## config.mk

```make
export PLATFORM = sky130hd
export DESIGN_NAME = univ_shift_reg_n
export DESIGN_NICKNAME = d
export VERILOG_FILES = /design/src/rtl/univ_shift_reg_n.sv
export SDC_FILE = /design/constraint.sdc
export NUM_CORES = 1
export LEC_CHECK = 0
export CAP_MARGIN = 0
export CELL_PAD_IN_SITES_DETAIL_PLACEMENT = 1
export CELL_PAD_IN_SITES_GLOBAL_PLACEMENT = 1
export CORE_MARGIN = 3
export CORE_UTILIZATION = 50
export DETAILED_ROUTE_END_ITERATION = 6
export DONT_BUFFER_PORTS = 1
export PLACE_DENSITY_LB_ADDON = 0.1
export SLEW_MARGIN = 0
export SYNTH_ARGS = -nofsm -noshare
export SYNTH_HDL_FRONTEND = slang
export SYNTH_SLANG_ARGS = --single-unit
export TNS_END_PERCENT = 30
```

## constraint.sdc

```tcl
create_clock -name clk -period 3.6 [get_ports clk]
set_input_delay 1.08 -clock clk [delete_from_list [all_inputs] [get_ports clk]]
set_output_delay 1.08 -clock clk [all_outputs]
set_load 0.01 [all_outputs]
```

## src/rtl/univ_shift_reg_n.sv

```systemverilog
// Universal N-bit shift register: single-step operations via en, or multi-step
// bursts via start, with busy/done handshake and asynchronous active-high reset.
module univ_shift_reg_n #(
  parameter int WIDTH = 8,
  parameter int SHW   = 4
) (
  input  logic             clk,
  input  logic             rst,
  input  logic [2:0]       mode,
  input  logic             en,
  input  logic             start,
  input  logic [SHW-1:0]   shamt,
  input  logic             serial_in_msb,
  input  logic             serial_in_lsb,
  input  logic [WIDTH-1:0] parallel_in,
  output logic [WIDTH-1:0] q,
  output logic             serial_out_msb,
  output logic             serial_out_lsb,
  output logic             busy,
  output logic             done
);

  localparam logic [2:0] MODE_HOLD = 3'b000;
  localparam logic [2:0] MODE_SHR  = 3'b001;
  localparam logic [2:0] MODE_SHL  = 3'b010;
  localparam logic [2:0] MODE_LOAD = 3'b011;
  localparam logic [2:0] MODE_ROR  = 3'b100;
  localparam logic [2:0] MODE_ROL  = 3'b101;
  localparam logic [2:0] MODE_ASR  = 3'b110;
  localparam logic [2:0] MODE_CLR  = 3'b111;

  localparam logic [SHW-1:0] CNT_ZERO = '0;
  localparam logic [SHW-1:0] CNT_ONE  = SHW'(1'b1);

  logic [WIDTH-1:0] q_q, q_d;
  logic             busy_q, busy_d;
  logic             done_q, done_d;
  logic [SHW-1:0]   cnt_q, cnt_d;
  logic [2:0]       mode_q, mode_d;
  logic [SHW-1:0]   eff_cnt_s;

  function automatic logic [WIDTH-1:0] apply_op(
    input logic [2:0]       op,
    input logic [WIDTH-1:0] cur,
    input logic             sin_msb,
    input logic             sin_lsb,
    input logic [WIDTH-1:0] pin
  );
    case (op)
      MODE_HOLD: return cur;
      MODE_SHR:  return {sin_msb, cur[WIDTH-1:1]};
      MODE_SHL:  return {cur[WIDTH-2:0], sin_lsb};
      MODE_LOAD: return pin;
      MODE_ROR:  return {cur[0], cur[WIDTH-1:1]};
      MODE_ROL:  return {cur[WIDTH-2:0], cur[WIDTH-1]};
      MODE_ASR:  return {cur[WIDTH-1], cur[WIDTH-1:1]};
      MODE_CLR:  return '0;
      default:   return cur;
    endcase
  endfunction

  // Hold, load and clear are idempotent-ish one-shot ops, so a burst of them is one step
  always_comb begin
    case (mode)
      MODE_HOLD, MODE_LOAD, MODE_CLR: eff_cnt_s = CNT_ONE;
      default:                        eff_cnt_s = shamt;
    endcase
  end

  // Next-state: burst stepping takes precedence, then burst accept, then single step
  always_comb begin
    q_d    = q_q;
    busy_d = busy_q;
    done_d = 1'b0;
    cnt_d  = cnt_q;
    mode_d = mode_q;
    if (busy_q) begin
      q_d   = apply_op(mode_q, q_q, serial_in_msb, serial_in_lsb, parallel_in);
      cnt_d = cnt_q - CNT_ONE;
      if (cnt_q == CNT_ONE) begin
        busy_d = 1'b0;
        done_d = 1'b1;
      end else begin
        busy_d = 1'b1;
      end
    end else if (start) begin
      mode_d = mode;
      cnt_d  = eff_cnt_s;
      if (eff_cnt_s == CNT_ZERO) begin
        busy_d = 1'b0;
        done_d = 1'b1;
      end else begin
        busy_d = 1'b1;
      end
    end else if (en) begin
      q_d = apply_op(mode, q_q, serial_in_msb, serial_in_lsb, parallel_in);
    end else begin
      q_d = q_q;
    end
  end

  // State registers; reset aborts any burst without a trailing done
  always_ff @(posedge clk or posedge rst) begin
    if (rst) begin
      q_q    <= '0;
      busy_q <= 1'b0;
      done_q <= 1'b0;
      cnt_q  <= '0;
      mode_q <= MODE_HOLD;
    end else begin
      q_q    <= q_d;
      busy_q <= busy_d;
      done_q <= done_d;
      cnt_q  <= cnt_d;
      mode_q <= mode_d;
    end
  end

  assign q              = q_q;
  assign busy           = busy_q;
  assign done           = done_q;
  assign serial_out_msb = q_q[WIDTH-1];
  assign serial_out_lsb = q_q[0];

endmodule

```

* Word-level counts from Yosys, hierarchy flattened
Index checks and enable logic that the tools add are counted.
** Operators by class
- Shifts and indexed selects :: 0
- Bitwise operators :: 1
- Divide/modulo/power cells :: 0
- $mul :: 0
- Add/subtract/negate cells :: 1
- $lt $le $gt $ge :: 0
- Equality and inequality tests :: 20
- Mux-type cells :: 16
- Reductions and logical operators :: 9
** Operators with widths (number)
- $pmux 8 s7 :: 2
- $eq 3x3->1 const B :: 8
- $mux 8 :: 3
- $eq 3x2->1 const B :: 4
- $mux 4 :: 3
- $mux 1 :: 8
- $ne 2x2->1 const B :: 4
- $eq 3x1->1 const B :: 2
- $logic_not 3->1 :: 2
- $reduce_and 6->1 :: 1
- $eq 4x1->1 const B :: 1
- $logic_not 4->1 :: 1
- $reduce_and 4->1 :: 1
- $reduce_bool 2->1 :: 2
- $sub 4x1->4 const B :: 1
- $reduce_or 3->1 :: 1
- $ne 2x1->1 const B :: 1
- $reduce_and 2->1 :: 1
- $not 1->1 :: 1
** Word-level totals
- Flip-flop bits (word level) :: 17
- Memories kept :: 0
- Memory bits (writable) :: 0
- Output and inout bits :: 12
- Bits in read-only memories :: 0
- Logic and storage cells :: 53
- Input bits :: 21
- Latch bits :: 0

* Depth between registers and ports, before layout
Gate-level depths: netlist of run 1.
- Word-level depth :: 7
- Depth in mapped cells :: 6

* Least setup slack after synthesis of run 1
No wires, ideal clock.
- Path kind :: input to register
- From :: in mode[0]
- To :: reg done_q, in the netlist done
- Stages :: 4
- Slack :: 1.485 ns
- Required time :: 3.482 ns
- Arrival :: 1.997 ns
- Library setup time :: 0.118 ns
- Path buffers :: 0
- Cell sequence :: or3_4 -> a21boi_4 -> and3b_1 -> a2bb2o_4
** On the way
- Word-level cells in the longest chain between the ends :: 7
- Elaborated cells on any way between the ends :: 9
- Those cells by class :: eq/ne: 2; mux: 4; reduce/logical: 3
** Ends and longest elaborated chain
- start: declaration :: line 9 : input logic [2:0] mode,
- $eq 3x3->1, or another cell as far along :: line 64 : case (mode)
- $reduce_or 3->1 (*) :: line 64
- $mux 4 (*) :: line 64
- $logic_not 4->1 (*) :: line 89 : if (eff_cnt_s == CNT_ZERO) begin
- $mux 1 (*) :: line 89
- $mux 1 (*) :: line 86 : end else if (start) begin
- $mux 1 (*) :: line 77 : if (busy_q) begin
- net done_d :: line 37 : logic done_q, done_d;
- end signal: assignment :: line 113 : done_q <= done_d;
- end: declaration :: line 37
Mark *: on every way through the listed nets, which the timed path passes. The rest lies on a longest branch.
A chain may end at the register's enable or synchronous reset.

* Worst setup path after layout of run 1
- From :: reg busy_q, in the netlist busy
- To :: out busy
** RTL lines
- start: declaration :: line 36 : logic busy_q, busy_d;
- start signal: assignment :: line 112 : busy_q <= busy_d;
- end: declaration :: line 19 : output logic busy,
No word-level cell between the ends.

==> run summary, run 1 <==
worst hold-check path type: flop to flop
number of H-tree levels: 1
clk sinks: 17
Setup Buffers After CTS: 0
Vias/cell: 6.860
FF/Latch Area: 425.4 um2
Yosys warnings: 0
Post-synth EDFFs: 0
Syn Nets: 189
vias: 1276
post-CTS sizing: 0
PortBufs: 0
PD cells: 856.5 nW/um2
Nets: 180
CTS tree: yes
first-pass GRT wire length: 6.513 mm
minimum clock period: 2235 ps
final period utilization: 0.6208
NetSw: 0.0005956 W
max-cap violations: 0
root buf cell: clkbuf_4
post-route ant nets: 0
num rows: 18
Arrival @ worst endpoint: 1150 ps
worst vdd ir: 0.6035 mV
Hold Crit Start: cnt_q[1]$_DFFE_PP0P_
max frequency: 0.4474 GHz
WS Path Type: flop to output port
Post-Syn Instances: 166
die height: 59.13 um
gp weighted congestion: 0.8730
Area Overhead vs Synth: -1.507%
status: complete, no violations
Routed wire per std cell: 21.13 um
worst relative slew slack: 0.4934
starting density of the core: 0.5449
Yosys cell types: 43
Net Sw Frac: 0.5003
drt total wl: 3.931 mm
Setup crit start: busy$_DFF_PP0_
CP Launch Type: flop
antenna diode count: 0
DRT iter0 DRCs: 40
CTS buffer count: 3
RR Startpoint: busy$_DFF_PP0_
most common cell after layout, fill and taps aside: nand2_1
internal power: 0.0005949 W
# setup viols final: 0
Post-DP HPWL: 2.827 mm
later-pin clock latency in the skew report: 300 ps
final hold viol count: 0
die area: 3496 um2
Cell Area, Synth: 1411 um2
Seq/Total Area, Yosys: 0.3014
core box area: 2590 um2
final core utilization: 0.5367
# IOs: 33
Syn Area/Cell: 8.502 um2
setup tns final: 0 ps
r2r endpoint: q[6]$_DFFE_PP0P_
Yosys reg bits: 17
worst path required time: 2520 ps
R2R Setup Slk: 1570 ps
WP depth: 0
CP Capture Type: output port
clk slew on worst S/H paths: 120 ps
Setup crit end: busy
leakage power: 0.5738 nW
power share of the sequential group: 0.413
initial antenna violation count: 0
total gr overflow: 0
CP max FO: 21
ys async rst share: 1.000
worst-case reg-to-reg path depth: 3
Slew Viols, Final: 0
Fill cells: 319
Multi-input gate area: 877.1 um2
most frequent cells in the layout: nand2_1, dfrtp_1, a21oi_1
unrepaired setup endpoints after global routing: no
die width: 59.13 um
DR pass1 iterations: 4
largest net degree at the start of global routing: 22
clk_skew: 1.547 ps
vias in the first global route: 1332
Worst-Margin Slew: 759.9 ps
# hold bufs at CTS: 0
Synth Flop Type: dfrtp_1
DRC: 0
clk buf depth: 2
fraction of layout cells with a size suffix above 1: 0.06410
Clk network pwr share: 0.095
Gate power share: 0.493
total track usage: 0.2457
flip-flops by register name, summed over array words and instances (netlist names):
| register | flops |
|---|---|
| busy | 1 |
| mode_q | 3 |
| done | 1 |
| cnt_q | 4 |
| q | 8 |
Yosys cell counts, drive strengths merged (3+ instances only):
cell type,count,share of area
nand2,21,0.056
inv,6,0.016
o31ai,8,0.043
and3b,6,0.037
a221o,9,0.064
nor2b,6,0.027
o22ai,4,0.018
nor3,4,0.014
o21ai,6,0.024
nand2b,7,0.031
nand3b,3,0.016
nand3,6,0.021
nor2,6,0.016
a21oi,14,0.050
nor3b,3,0.016
buf,13,0.059
dfrtp,17,0.30
a2111oi,4,0.025
layer usage:
| layer | global-route usage | part of all wire | vias to the layer above |
|---|---|---|---|
| met5 | 0 | 0 | - |
| met4 | 0.07443 | 0.015 | 0 |
| met1 | 0.3053 | 0.45 | 618 |
| met2 | 0.4038 | 0.46 | 43 |
| met3 | 0.08061 | 0.080 | 8 |
| li1 | - | - | 607 |
power by group through the flow:
stage	clock, W	combinational [W]	sequential [W]
after CTS	0.000116	0.000588	0.000487
after floorplan	0	0.000597	0.000376
after global routing	0.000126	0.000674	0.000512
after global placement	0	0.000560	0.000483
after detailed placement	0	0.000587	0.000491
final	0.000113	0.000586	0.000491
worst min-delay path by stage:
stage,endpoint,slack [ps],cells after the start
final,cnt_q[3]$_DFFE_PP0P_,590,2
after global routing,cnt_q[3]$_DFFE_PP0P_,650,2
after CTS,cnt_q[3]$_DFFE_PP0P_,590,2
after detailed placement,cnt_q[3]$_DFFE_PP0P_,590,2
after global placement,cnt_q[3]$_DFFE_PP0P_,560,2
after floorplan,cnt_q[3]$_DFFE_PP0P_,540,2
logic make-up (layout without fill, tap and decap cells):
group	count (synthesis)	count (layout)	synth area share
buf+inv	20	10	0.07712
compound gates	58	58	0.3245
fa+ha+maj	2	2	0.01773
mux	2	2	0.01684
xor+xnor	1	1	0.006207
flops	17	17	0.3014
simple gates	66	66	0.2562
stage by stage:
step	total power [W]	area, um2	setup slack, ps	hold slack (ps)	instances
5_1_grt	0.001312	1390	1284	651.9	186
3_5_place_dp	0.001078	1363	1328	590.0	182
2_1_floorplan	0.0009736	1411	1485	535.9	166
3_3_place_gp	0.001043	1363	1360	561.5	182
4_1_cts	0.001191	1390	1375	591.6	186
6_report	0.001191	1390	1365	590.8	186
cell type report:
cell class                 instances  area share
multi-input combinational        129      0.6310
sequential                        17      0.3060
tap                               30     0.02700
clock buffer                       3     0.01620
inverter                           6     0.01620
clock inverter                     1    0.003600
(Power assumes the default switching activity.)
==> run 2, diff against run 1 <==
--- a/config.mk
+++ b/config.mk
@@ -9,7 +9,7 @@
 export CELL_PAD_IN_SITES_DETAIL_PLACEMENT = 1
 export CELL_PAD_IN_SITES_GLOBAL_PLACEMENT = 1
 export CORE_MARGIN = 3
-export CORE_UTILIZATION = 50
+export CORE_UTILIZATION = 42
 export DETAILED_ROUTE_END_ITERATION = 6
 export DONT_BUFFER_PORTS = 1
 export PLACE_DENSITY_LB_ADDON = 0.1
==> constraint.sdc (replaced) <==
create_clock -name clk -period 1.8 [get_ports clk]
set_input_delay 0.54 -clock clk [delete_from_list [all_inputs] [get_ports clk]]
set_output_delay 0.54 -clock clk [all_outputs]
set_load 0.01 [all_outputs]
==> run 2 against run 1 <==
  * Critical path depth up 4
  * Sequential share of layout area down 1.2 points
  * Setup slack worse by 1200 ps
  * Clock-buffer cell count up 1
  * First-iteration DRC count rose to 3.1 times the previous value
  * Power up 100%
  * Non-clock buffer count up 6
  * Combinational power up 120%
  * Die area up 17%
  * Register-to-register slack worse by 1400 ps
  * Global-route usage down 3.2 points
  * Critical path type is now flop to flop
  * Largest power group unchanged
  * Highest routed layer unchanged
==> run summary, run 2 (synthesized netlist as in run 1, its figures left out) <==
status: complete, no violations
leakage power: 0.5974 nW
final period utilization: 0.9253
worst vdd ir: 0.5840 mV
max-cap violations: 0
WS Path Type: flop to flop
clk buf depth: 2
final hold slack: 230.3 ps
max reg flops: 8
largest net degree at the start of global routing: 18
Post-DP HPWL: 3.032 mm
die height: 63.97 um
most frequent cells in the layout: nand2_1, dfrtp_1, a21oi_1
setup tns final: 0 ps
antenna diode count: 0
clk sinks: 17
Slew Viols, Final: 0
starting density of the core: 0.4512
worst hold-check path type: input pin to asynchronous set/reset pin
post-route ant nets: 0
CTS tree: yes
total track usage: 0.2140
Area Overhead vs Synth: 3.103%
Fill cells: 397
CP max FO: 14
# IOs: 33
PD cells: 1671 nW/um2
final total power: 0.002432 W
unrepaired setup endpoints after global routing: no
# placed instances: 202
num rows: 20
Arrival @ worst endpoint: 1850 ps
worst path required time: 1990 ps
core box area: 3128 um2
first-pass GRT wire length: 6.927 mm
# hold bufs at CTS: 0
DRT iter0 DRCs: 125
Vias/cell: 6.335
clk slew on worst S/H paths: 110 ps
PortBufs: 0
vias: 1305
die width: 63.97 um
final hold viol count: 0
Final Non-Filler Cells: 206
DRC: 0
CP Launch Type: flop
fraction of layout cells with a size suffix above 1: 0.1049
number of H-tree levels: 1
post-CTS sizing: 0
clk_skew: 0.8588 ps
max frequency: 0.6004 GHz
Nets: 186
initial antenna violation count: 0
later-pin clock latency in the skew report: 290 ps
drt total wl: 4.019 mm
CTS buffer count: 3
Routed wire per std cell: 19.51 um
gp weighted congestion: 0.8129
CP Capture Type: flop
vias in the first global route: 1354
# setup viols final: 0
total gr overflow: 0
die area: 4092 um2
minimum clock period: 1666 ps
most common cell after layout, fill and taps aside: nand2_1
Setup Buffers After CTS: 0
DR pass1 iterations: 4
root buf cell: clkbuf_4
Worst-Margin Slew: 705.6 ps
worst relative slew slack: 0.5291
[run 2: cell count changes in the layout (fill, tap and decap cells not counted)]
cell,delta
buf_4,+6
dfrtp_1,-2
dfrtp_2,+2
a2111oi_0,-1
a2111oi_1,+1
clkbuf_1,+1
clkinv_2,-1
[run 2: per-layer routing]
metal	routed length, um	GRT usage	vias up
met3	321	0.05097	2
met5	0	0	-
met4	19	0.06199	0
met2	1893	0.3329	38
met1	1785	0.2930	642
li1	-	-	623
[run 2: cell type report]
cell class / count / area (um2) / share of cell area
Tap cell: 44 / 55.05 / 0.03783
Timing Repair Buffer: 6 / 45.04 / 0.03095
Inverter: 6 / 22.52 / 0.01548
Sequential cell: 17 / 427.9 / 0.2941
Multi-Input combinational cell: 129 / 878.3 / 0.6036
Clock buffer: 4 / 26.28 / 0.01806
[run 2: worst paths after layout]
path / start / end / slack (ps) / depth (start not counted)
setup / recovery: mode_q[1]$_DFFE_PP0P_ / q[5]$_DFFE_PP0P_ / 130 / 4
hold / removal: rst / q[5]$_DFFE_PP0P_ / 230 / 1
setup reg to reg: mode_q[1]$_DFFE_PP0P_ / q[5]$_DFFE_PP0P_ / 130 / 4
hold reg to reg: cnt_q[1]$_DFFE_PP0P_ / cnt_q[3]$_DFFE_PP0P_ / 610 / 2
max in group asynchronous: rst / mode_q[0]$_DFFE_PP0P_ / 1080 / 1
min in group clk: mode[0] / mode_q[0]$_DFFE_PP0P_ / 340 / 2
[run 2: power by group]
part	total (W)	leakage [nW]	internal [W]	switching [W]
Sequential	0.000937	0.208	0.000557	0.000380
Clock	0.000221	0.0150	0.0000862	0.000135
Combinational	0.00127	0.374	0.000608	0.000666
Total	0.00243	0.597	0.00125	0.00118
[run 2: worst max-delay path, stage by stage, from the launching register on]
cell and delay, ps:
dfrtp_1 620, mux2i_2 190, a221o_1 410, o22ai_1 230
o31ai_1 100
[run 2: per-stage QoR]
step / area [um2] / setup WS, ps / utilization
floorplan: 1411 / 224.8 / -
global placement: 1425 / 178.4 / 0.4556
detailed placement: 1425 / 122.1 / 0.4556
CTS: 1451 / 100.4 / 0.4640
global route: 1455 / 23.89 / 0.4652
finish: 1455 / 134.4 / 0.4652
==> run 3, diff against run 2 <==
--- a/config.mk
+++ b/config.mk
@@ -9,7 +9,7 @@
 export CELL_PAD_IN_SITES_DETAIL_PLACEMENT = 1
 export CELL_PAD_IN_SITES_GLOBAL_PLACEMENT = 1
 export CORE_MARGIN = 3
-export CORE_UTILIZATION = 42
+export CORE_UTILIZATION = 50
 export DETAILED_ROUTE_END_ITERATION = 6
 export DONT_BUFFER_PORTS = 1
 export PLACE_DENSITY_LB_ADDON = 0.1
==> constraint.sdc (replaced) <==
create_clock -name clk -period 1.94 [get_ports clk]
set_input_delay 0.582 -clock clk [delete_from_list [all_inputs] [get_ports clk]]
set_output_delay 0.582 -clock clk [all_outputs]
set_load 0.01 [all_outputs]
==> run 3 against run 2 <==
  * Clock power decreased by 7%
  * Non-clock buffer count fell by 1
  * Setup slack gained 130 ps
  * Flip-flop and latch count did not move
  * Critical path type unchanged
  * Critical endpoint unchanged
==> run summary, run 3 (synthesized netlist as in run 1, its figures left out) <==
status: complete, no violations
fraction of layout cells with a size suffix above 1: 0.09317
max reg flops: 8
total gr overflow: 0
num rows: 18
placed inst area: 1400 um2
total track usage: 0.2591
Final Non-Filler Cells: 191
unrepaired setup endpoints after global routing: no
DRT met1 WL: 1.788 mm
Met3 Routed Length: 234 um
clk_skew: 10.56 ps
most common cell after layout, fill and taps aside: nand2_1
CP Capture Type: flop
Nets: 185
FF/Latch Area: 426.7 um2
Critical Path Max Stage Delay: 670 ps
# setup viols final: 0
max-cap violations: 0
CP max FO: 15
first-pass GRT wire length: 6.893 mm
minimum clock period: 1676 ps
most frequent cells in the layout: nand2_1, dfrtp_1, a21oi_1
post-CTS sizing: 0
worst hold-check path type: input pin to asynchronous set/reset pin
CP Cell Sequence: mux2i_2 -> a221o_1 -> o22ai_1 -> o31ai_1
clk buf depth: 2
# placed instances: 187
Setup Buffers After CTS: 0
number of H-tree levels: 1
post-route ant nets: 0
crit path max-delay cell type: dfrtp_1
final core utilization: 0.5512
Fill cells: 320
worst vdd ir: 0.8422 mV
Area Overhead vs Synth: 1.153%
starting density of the core: 0.5449
later-pin clock latency in the skew report: 300 ps
Vias/cell: 6.843
die area: 3496 um2
final hold viol count: 0
final period utilization: 0.8638
root buf cell: clkbuf_4
Slew Viols, Final: 0
CP Launch Type: flop
Top Metal Used: met4
Multi-input gate area: 877.1 um2
setup tns final: 0 ps
vias: 1307
DRC: 0
CTS buffer count: 3
drt total wl: 3.971 mm
core box area: 2590 um2
WS Path Type: flop to flop
Post-DP HPWL: 3.008 mm
die width: 59.13 um
clk sinks: 17
die height: 59.13 um
post-route setup slack: 264.2 ps
largest net degree at the start of global routing: 18
DR pass1 iterations: 4
PD cells: 1608 nW/um2
max frequency: 0.5967 GHz
fin area: 1428 um2
# IOs: 33
worst path required time: 2130 ps
DP Worst Slack: 186.8 ps
WL met2: 1.914 mm
PortBufs: 0
DRT iter0 DRCs: 70
Worst-Margin Slew: 715.3 ps
vias in the first global route: 1457
Routed wire per std cell: 20.79 um
leakage power: 0.5937 nW
clk slew on worst S/H paths: 120 ps
CTS tree: yes
Arrival @ worst endpoint: 1860 ps
antenna diode count: 0
initial antenna violation count: 0
gp weighted congestion: 0.8782
# hold bufs at CTS: 0
worst relative slew slack: 0.5226
==> run 3: final timing paths <==
| path | from | endpoint | slack (ps) | cells past startpoint |
|---|---|---|---|---|
| min in group clk | mode[1] | mode_q[1]$_DFFE_PP0P_ | 380 | 2 |
| setup reg to reg | mode_q[0]$_DFFE_PP0P_ | q[5]$_DFFE_PP0P_ | 260 | 4 |
| max in group asynchronous | rst | mode_q[2]$_DFFE_PP0P_ | 1180 | 1 |
| hold reg to reg | cnt_q[1]$_DFFE_PP0P_ | cnt_q[3]$_DFFE_PP0P_ | 600 | 2 |
| setup / recovery | mode_q[0]$_DFFE_PP0P_ | q[5]$_DFFE_PP0P_ | 260 | 4 |
| hold / removal | rst | mode_q[1]$_DFFE_PP0P_ | 270 | 1 |
==> run 3: worst max-delay path: cells and delay by family, from the launching register on <==
family	cells	cell delay [ps]
mux	1	220
compound gates	3	680
flops	1	670
==> run 3: area by class of cell <==
cell class,instances,area share
Sequential cell,17,0.2989
Inverter,6,0.01578
Clock buffer,4,0.01840
Timing Repair Buffer,5,0.02629
Multi-Input combinational cell,129,0.6144
Tap cell,30,0.02629
==> run 3: routing by layer <==
metal / track usage / vias to the layer above
met5: 0 / -
met4: 0.07767 / 0
met3: 0.05229 / 4
met2: 0.4274 / 38
met1: 0.3410 / 646
li1: - / 619
==> run 3: power breakdown <==
part	total [W]	switching [W]	leakage (nW)	internal, W
Clock	0.000206	0.000126	0.0150	0.0000800
Sequential	0.000873	0.000358	0.209	0.000515
Combinational	0.00122	0.000639	0.370	0.000577
Total	0.00230	0.00112	0.594	0.00117
==> run 3: metrics by stage <==
step,hold slack (ps),power [W]
finish,271.6,0.002296
global placement,559.0,0.002006
CTS,290.4,0.002296
detailed placement,583.0,0.002089
global route,301.4,0.002536
floorplan,508.1,0.001807
